--- src/rtl/baud_tick_gen.sv ---
// Programmable UART bit-timing generator: mid-bit, bit-end and oversample strobes
// plus frame bit index, all derived from one runtime-loadable divisor.
module baud_tick_gen #(
   parameter int CNT_W       = 16,
   parameter int DEFAULT_DIV = 5208,
   parameter int OS_LOG2     = 4,
   parameter int FRAME_BITS  = 10
) (
   input  logic             clk,
   input  logic             reset,
   input  logic             bps_start,
   input  logic [CNT_W-1:0] div_in,
   input  logic             div_load,
   output logic             tick_mid,
   output logic             tick_end,
   output logic             tick_os,
   output logic [3:0]       bit_idx,
   output logic             frame_done,
   output logic             div_err,
   output logic [CNT_W-1:0] div_cur
);

   localparam logic [CNT_W-1:0] DEF_DIV  = CNT_W'(DEFAULT_DIV);
   localparam logic [3:0]       LAST_BIT = 4'(FRAME_BITS - 1);

   logic [CNT_W-1:0] div_q, div_d;
   logic [CNT_W-1:0] pend_div_q, pend_div_d;
   logic             pend_v_q, pend_v_d;
   logic [CNT_W-1:0] cnt_q, cnt_d;
   logic [CNT_W-1:0] os_cnt_q, os_cnt_d;
   logic [3:0]       bit_idx_q, bit_idx_d;
   logic             tick_mid_q, tick_mid_d;
   logic             tick_end_q, tick_end_d;
   logic             tick_os_q, tick_os_d;
   logic             frame_done_q, frame_done_d;
   logic             div_err_q, div_err_d;

   logic [CNT_W-1:0] half;
   logic [CNT_W-1:0] os_shift;
   logic [CNT_W-1:0] os_div;
   logic             cnt_last;
   logic             os_last;
   logic             load_ok;

   assign half     = div_q >> 1;
   assign os_shift = div_q >> OS_LOG2;
   assign os_div   = (os_shift == '0) ? CNT_W'(1) : os_shift;
   assign cnt_last = (cnt_q == div_q - CNT_W'(1));
   assign os_last  = (os_cnt_q == os_div - CNT_W'(1));
   assign load_ok  = div_load && (div_in >= CNT_W'(2));

   always_comb begin
      div_d        = div_q;
      pend_div_d   = pend_div_q;
      pend_v_d     = pend_v_q;
      cnt_d        = '0;
      os_cnt_d     = '0;
      bit_idx_d    = '0;
      tick_mid_d   = 1'b0;
      tick_end_d   = 1'b0;
      tick_os_d    = 1'b0;
      frame_done_d = 1'b0;
      div_err_d    = div_load && !load_ok;

      if (bps_start) begin
         cnt_d      = cnt_last ? '0 : cnt_q + CNT_W'(1);
         os_cnt_d   = os_last ? '0 : os_cnt_q + CNT_W'(1);
         bit_idx_d  = bit_idx_q;
         tick_mid_d = (cnt_q == half);
         tick_end_d = cnt_last;
         tick_os_d  = os_last;
         if (cnt_last) begin
            bit_idx_d    = (bit_idx_q == LAST_BIT) ? 4'd0 : bit_idx_q + 4'd1;
            frame_done_d = (bit_idx_q == LAST_BIT);
            // A pending divisor only takes effect on a bit boundary
            if (pend_v_q) begin
               div_d    = pend_div_q;
               pend_v_d = 1'b0;
               os_cnt_d = '0;
            end
         end
      end else if (pend_v_q) begin
         div_d    = pend_div_q;
         pend_v_d = 1'b0;
      end

      if (load_ok) begin
         if (bps_start) begin
            pend_div_d = div_in;
            pend_v_d   = 1'b1;
         end else begin
            div_d    = div_in;
            pend_v_d = 1'b0;
         end
      end
   end

   always_ff @(posedge clk) begin
      if (!reset) begin
         div_q        <= DEF_DIV;
         pend_div_q   <= '0;
         pend_v_q     <= 1'b0;
         cnt_q        <= '0;
         os_cnt_q     <= '0;
         bit_idx_q    <= '0;
         tick_mid_q   <= 1'b0;
         tick_end_q   <= 1'b0;
         tick_os_q    <= 1'b0;
         frame_done_q <= 1'b0;
         div_err_q    <= 1'b0;
      end else begin
         div_q        <= div_d;
         pend_div_q   <= pend_div_d;
         pend_v_q     <= pend_v_d;
         cnt_q        <= cnt_d;
         os_cnt_q     <= os_cnt_d;
         bit_idx_q    <= bit_idx_d;
         tick_mid_q   <= tick_mid_d;
         tick_end_q   <= tick_end_d;
         tick_os_q    <= tick_os_d;
         frame_done_q <= frame_done_d;
         div_err_q    <= div_err_d;
      end
   end

   assign tick_mid   = tick_mid_q;
   assign tick_end   = tick_end_q;
   assign tick_os    = tick_os_q;
   assign bit_idx    = bit_idx_q;
   assign frame_done = frame_done_q;
   assign div_err    = div_err_q;
   assign div_cur    = div_q;

endmodule

--- config.mk ---
export PLATFORM = sky130hd
export DESIGN_NAME = baud_tick_gen
export DESIGN_NICKNAME = d
export VERILOG_FILES = /design/src/rtl/baud_tick_gen.sv
export SDC_FILE = /design/constraint.sdc
export NUM_CORES = 1
export LEC_CHECK = 0
export ABC_CLOCK_PERIOD_IN_PS = 2950
export BUFFER_PORTS_ARGS = -buffer_cell sky130_fd_sc_hd__buf_2
export CAP_MARGIN = 0
export CORE_ASPECT_RATIO = 0.6
export CORE_UTILIZATION = 55
export CTS_BUF_LIST = sky130_fd_sc_hd__clkbuf_4
export DETAILED_ROUTE_END_ITERATION = 6
export GPL_TIMING_DRIVEN = 0
export PLACE_DENSITY = 0.78
export SYNTH_ARGS = -nofsm -noshare
export SYNTH_HDL_FRONTEND = slang
export SYNTH_SLANG_ARGS = --single-unit
--- constraint.sdc ---
create_clock -name clk -period 2.95 [get_ports clk]
set_input_delay 0.1475 -clock clk [delete_from_list [all_inputs] [get_ports clk]]
set_output_delay 0.1475 -clock clk [all_outputs]
set_load 0.01 [all_outputs]
# After elaboration in Yosys (flattened, before gate mapping)
# Index checks and enable logic that the tools add are counted.
[word_totals]
mem_bits_ro = 0
mem_bits_rw = 0
n_memories = 0
latch_bits = 0
regBits = 74
wordCells = 46
inputBits = 20
[classes]
mul = 0
reduce_logical = 8
magnitude_cmp = 1
n_bitwise = 2
eq_ne = 5
add_sub_neg = 5
shift = 0
mux = 14
n_div = 0
[ops]
columns = ["op", "count"]
rows = [
  ["2-to-1 mux 16 bit", 8],
  ["adder 16 x 1 -> 16 bit (second input constant)", 2],
  ["== test 16 bit", 2],
  ["== test 16 x 15 -> 1 bit", 1],
  ["greater-or-equal comparator 16 x 2 -> 1 bit (second input constant)", 1],
  ["logical NOT 16 bit", 1],
  ["subtractor 16 x 1 -> 16 bit (second input constant)", 1],
  ["subtractor 12 x 1 -> 13 bit (second input constant)", 1],
  ["2-to-1 mux 12 bit", 1],
  ["adder 4 x 1 -> 4 bit (second input constant)", 1],
  ["== test 4 bit (second input constant)", 1],
  ["2-to-1 mux 1 bit", 4],
  ["2-to-1 mux 4 bit", 1],
  ["AND reduction 2 bit", 2],
  ["!= test 3 x 1 -> 1 bit (second input constant)", 1],
  ["AND reduction 3 bit", 1],
  ["OR reduction 3 bit", 1],
  ["logical AND 1 bit", 2],
  ["inverter 1 bit", 2],
  ["logical NOT 1 bit", 1],
]

# Longest topological paths before layout
[logic_depth]
word_depth = 7
depth_mapped = 12
ltp_nobuf = 10

# Worst setup path after synthesis
# OpenSTA, ideal clock, no wires.
[synth_path]
path_kind = "register to register"
start = "register div_q[13] (netlist: div_cur[13])"
end = "register os_cnt_q[8]"
period_less_slack_ns = 3.198
setup_time_ns = 0.115
slack_ns = -0.248
stages_incl_launch_ff = 12
n_path_buf = 2
arrival_ns = 3.084
cell_sequence = "dfxtp_1 > buf_2 > nor4_1 > a41oi_1 > ha_1 > xor2_1 > o21ai_0 > or4_1 > or4_4 > o221ai_4 > buf_6 > nor2_1"
[synth_via]
elab_chain_cells = 7
[synth_lines]
columns = ["element", "line_no", "rtl"]
rows = [
  ["start, declared", "26", "logic [CNT_W-1:0] div_q, div_d;"],
  ["start signal, assigned", "112", "div_q <= div_d;"],
  ["logical NOT 16 bit", "47", "assign os_div = (os_shift == '0) ? CNT_W'(1) : os_shift;"],
  ["2-to-1 mux 12 bit", "47", ""],
  ["subtractor 12 x 1 -> 13 bit", "49", "assign os_last = (os_cnt_q == os_div - CNT_W'(1));"],
  ["== test 16 bit", "49", ""],
  ["2-to-1 mux 16 bit", "67", "os_cnt_d = os_last ? '0 : os_cnt_q + CNT_W'(1);"],
  ["2-to-1 mux 16 bit", "76", "if (pend_v_q) begin"],
  ["2-to-1 mux 16 bit *", "72", "if (cnt_last) begin"],
  ["end signal, assigned", "116", "os_cnt_q <= os_cnt_d;"],
  ["end, declared", "30", "logic [CNT_W-1:0] os_cnt_q, os_cnt_d;"],
]
# Every way passes the cells marked *; elsewhere a longest branch is shown, timed or not.
# A chain may end at the register's enable or synchronous reset.

# Worst setup path in the final report
[layout_path]
start = "register div_q[5] (netlist: div_cur[5])"
end = "register os_cnt_q[9]"
# The elaborated chain is that of the path after synthesis.

==> Flow_metrics.wiki <==
{| class="wikitable"
! Metric !! Value
|-
| Number of antenna repair diodes || 0
|-
| Power density cells || 452 nW/um2
|-
| Antenna violations before repair || 0
|-
| Worst Setup Slack, final || -0.246 ns
|-
| Post-layout utilization of the core || 75.3%
|-
| Critical Path Fanout Max || 6
|-
| Worst path arrival time || 3.55 ns
|-
| Worst setup slack for register-to-register paths || -0.25 ns
|-
| Static power due to leakage || 0.00225 uW
|-
| Vertical die dimension || 71.5 um
|-
| Number of buffers created by CTS || 9
|-
| Failing checks || DRC, setup timing
|-
| Total grt overflow || 0
|-
| DRC Markers || 1
|-
| Crit start category || register
|-
| Time the worst path needs with I/O delays and setup || 3.20 ns
|-
| Vias in the first global route || 4,145
|-
| Count of non-filler cells in the finished layout || 719
|-
| DIE WIDTH || 118 um
|-
| Post-detailed-placement half-perimeter wirelength || 8770 um
|-
| EDFF count, synth || 0
|-
| Final hold violations || 0
|-
| Status || finished with violations
|-
| Overall routed net length || 13,700 um
|-
| Crit path kind || reg2reg
|-
| Starting density of the core || 59.0%
|-
| Post-detailed-route via-to-cell ratio || 6.02
|-
| Final Wtd Congestion || 0.931
|-
| Cell variety after synth || 63
|-
| Critical Path End || os_cnt_q[9]$_SDFF_PN0_
|-
| I/O pin total || 45
|-
| Signed area change from the synthesized netlist to the final layout || 27.7%
|-
| Maximum buffer depth of the clock tree || 2
|-
| Final cycle utilization of the critical path || 108%
|-
| Number of core rows || 24
|-
| Synthesized instance count || 506
|-
| Root Buffer Master || sky130_fd_sc_hd__clkbuf_4
|-
| Kind of end point of the critical path || register
|-
| NumNets Final || 634
|-
| Later-pin clock latency in the skew report || 0.47 ns
|-
| R2R cell count || 10
|-
| Synthesized cell area || 4430 um2
|-
| Post-Route Setup TNS || -5.20 ns
|-
| Req. time, crit path || 3.31 ns
|-
| Worst max-slew margin expressed relative to the limit || 49.7%
|-
| Number of flip-flops and latches in the synthesized netlist || 74
|-
| Fin Clk Skew || 0.0337 ns
|-
| Slew at the pin closest to its max-slew limit || 0.755 ns
|-
| Floorplan Core Area || 7510 um2
|-
| Reg-to-reg critical path startpoint || div_cur[5]$_SDFF_PN0_
|-
| H-tree lvl count || 3
|-
| Async S/R FF share, synth || 0%
|-
| Setup-violating endpoint count in the final report || 33
|-
| Maximum number of pins on one net before global-route repair || 16
|-
| Register area share after synthesis || 33.5%
|-
| Class of the most critical hold timing path || in2reg
|-
| Die area || 8430 um2
|-
| Fraction of layout cells with a size suffix above 1 || 27.5%
|-
| Largest voltage drop on the vdd net || 284 uV
|-
| Slew Viols, Final || 0
|-
| Max frequency || 313 MHz
|-
| Critical Path Start || div_cur[5]$_SDFF_PN0_
|-
| Cell count after placement || 653
|-
| Total GRT Usage || 32.8%
|-
| Net Count, Synth || 530
|-
| Routed wire per std cell || 19.1 um
|-
| Capture instance of the worst register-to-register path || os_cnt_q[9]$_SDFF_PN0_
|-
| Remaining antenna violation count after routing || 0
|-
| First DRT Iteration DRCs || 508
|-
| Average cell area after synthesis || 8.75 um2
|-
| Number of sinks handled by clock tree synthesis || 74
|-
| RSZ-0062 raised after global routing || yes
|-
| Via count || 4,331
|-
| Wire length of the first global-routing pass || 21,200 um
|-
| Pre-antenna DRT Iters || 7
|-
| Count of buffers inserted at the top-level ports || 43
|-
| Filler instances || 534
|-
| Total of warnings raised by yosys || 0
|-
| Count of maximum capacitance violations || 0
|-
| CTS tree || yes
|-
| Clock slew seen by the registers of the worst setup and hold paths || 0.14 ns
|-
| Main synth FF type || sky130_fd_sc_hd__dfxtp_1
|}
layout make-up:
cell class	count	area [um2]	share of cell area [%]
Multi-Input combinational cell	374	2790	49.3
Sequential cell	74	1510	26.8
Clock inverter	7	139	2.46
Tap cell	104	130	2.30
Clock buffer	9	67.6	1.20
Inverter	21	78.8	1.39
Buffer	31	215	3.81
Timing Repair Buffer	99	722	12.8
flip-flops by register name, summed over array words and instances, names as in the netlist:
name / flops
frame_done: 1
div_cur: 16
bit_idx: 4
tick_os: 1
pend_v_q: 1
tick_mid: 1
div_err: 1
tick_end: 1
pend_div_q: 16
cnt_q: 16
os_cnt_q: 16
critical path, cell delays in order (launching register included):
cell and delay (ns):
sky130_fd_sc_hd__dfxtp_4 0.41, sky130_fd_sc_hd__nor4_4 0.39, sky130_fd_sc_hd__a41oi_4 0.21, sky130_fd_sc_hd__ha_4 0.23
sky130_fd_sc_hd__o2bb2ai_1 0.19, sky130_fd_sc_hd__a22oi_1 0.12, sky130_fd_sc_hd__or4_1 0.57, sky130_fd_sc_hd__or4_4 0.45
sky130_fd_sc_hd__o221ai_4 0.28, sky130_fd_sc_hd__buf_6 0.18, sky130_fd_sc_hd__nor2_1 0.04
power by group:
group	internal, uW	total [uW]	leakage (uW)	switching (uW)
sequential	1040	1080	0.000607	48.3
clock	514	895	0.000110	381
combinational	262	575	0.00154	313
total	1810	2550	0.00225	742
placed cells by master (no fill, tap or decap), types with 7 or more instances in the layout:
cell type / n
sky130_fd_sc_hd__buf_4: 33
sky130_fd_sc_hd__buf_6: 12
sky130_fd_sc_hd__nor2_1: 52
sky130_fd_sc_hd__dfxtp_2: 7
sky130_fd_sc_hd__clkbuf_1: 18
sky130_fd_sc_hd__o21ai_0: 11
sky130_fd_sc_hd__nor2b_1: 18
sky130_fd_sc_hd__inv_1: 18
sky130_fd_sc_hd__dlygate4sd3_1: 16
sky130_fd_sc_hd__nand3_1: 25
sky130_fd_sc_hd__clkbuf_4: 9
sky130_fd_sc_hd__a221o_1: 11
sky130_fd_sc_hd__xnor2_1: 39
sky130_fd_sc_hd__dfxtp_1: 61
sky130_fd_sc_hd__nor3_1: 10
sky130_fd_sc_hd__nand4_1: 11
sky130_fd_sc_hd__a22o_1: 7
sky130_fd_sc_hd__buf_2: 44
sky130_fd_sc_hd__xor2_1: 35
sky130_fd_sc_hd__mux2i_1: 20
sky130_fd_sc_hd__nand2_1: 25
sky130_fd_sc_hd__and3_1: 9
metrics by stage:
step | hold slack (ns) | setup WS, ns | power (uW) | instance area (um2)
5_1_grt | 0.0164 | -0.282 | 2640 | 5650
4_1_cts | 0.00990 | -0.117 | 2510 | 5510
3_5_place_dp | 0.419 | -0.557 | 1540 | 4790
6_report | 0.0217 | -0.246 | 2550 | 5650
3_3_place_gp | 0.401 | -0.548 | 1530 | 4790
2_1_floorplan | 0.261 | -0.109 | 1410 | 4450
synthesized netlist by cell type (all sizes together) (14+ instances only):
| cell | number | area (um2) |
|---|---|---|
| xor2 | 35 | 307 |
| buf | 17 | 143 |
| mux2i | 20 | 200 |
| nand2 | 26 | 97.6 |
| nand3 | 27 | 140 |
| nor2 | 58 | 223 |
| nor2b | 18 | 113 |
| inv | 21 | 78.8 |
| o21ai | 14 | 73.8 |
| dfxtp | 74 | 1480 |
| xnor2 | 40 | 350 |
| clkbuf | 20 | 75.1 |
repair_timing:
item                       4_1_cts  5_1_grt
cloned                           3        0
hold buffers                    16        0
hold endpoints to repair        18        0
buffers inserted                25       12
resized for setup               46       23
setup endpoints to repair       46       51
pin swaps                       18       19
routing by layer:
metal	track usage, %	vias up	part of all wire, %
li1	-	1984	-
met1	43.0	2050	42
met2	51.6	245	44
met3	9.71	52	10
met4	12.4	0	2.9
met5	0	-	0
worst min path at each step:
stage / slack, ns / from / end / cells after the start
global placement: 0.40 / div_load / div_err$_SDFF_PN0_ / 3
floorplan: 0.26 / div_load / div_err$_SDFF_PN0_ / 2
finish: 0.02 / div_in[2] / pend_div_q[2]$_SDFFE_PN0P_ / 3
detailed placement: 0.42 / div_load / div_err$_SDFF_PN0_ / 3
CTS: 0.01 / div_in[2] / pend_div_q[2]$_SDFFE_PN0P_ / 3
global route: 0.02 / div_in[2] / pend_div_q[2]$_SDFFE_PN0P_ / 3
kinds of logic (layout without fill, tap and decap cells):
family	Yosys count	after routing	share of synthesized area, %
DFF	74	74	33.5
xor gates and xnor gates	75	75	14.8
AOI/OAI and AO/OA	70	70	13.1
muxes	22	22	5.03
buffers and inverters	58	167	6.70
adders and majority gates	4	4	1.13
and+or+nand+nor	203	203	25.8
No activity file was read; power rests on OpenSTA's default activity.
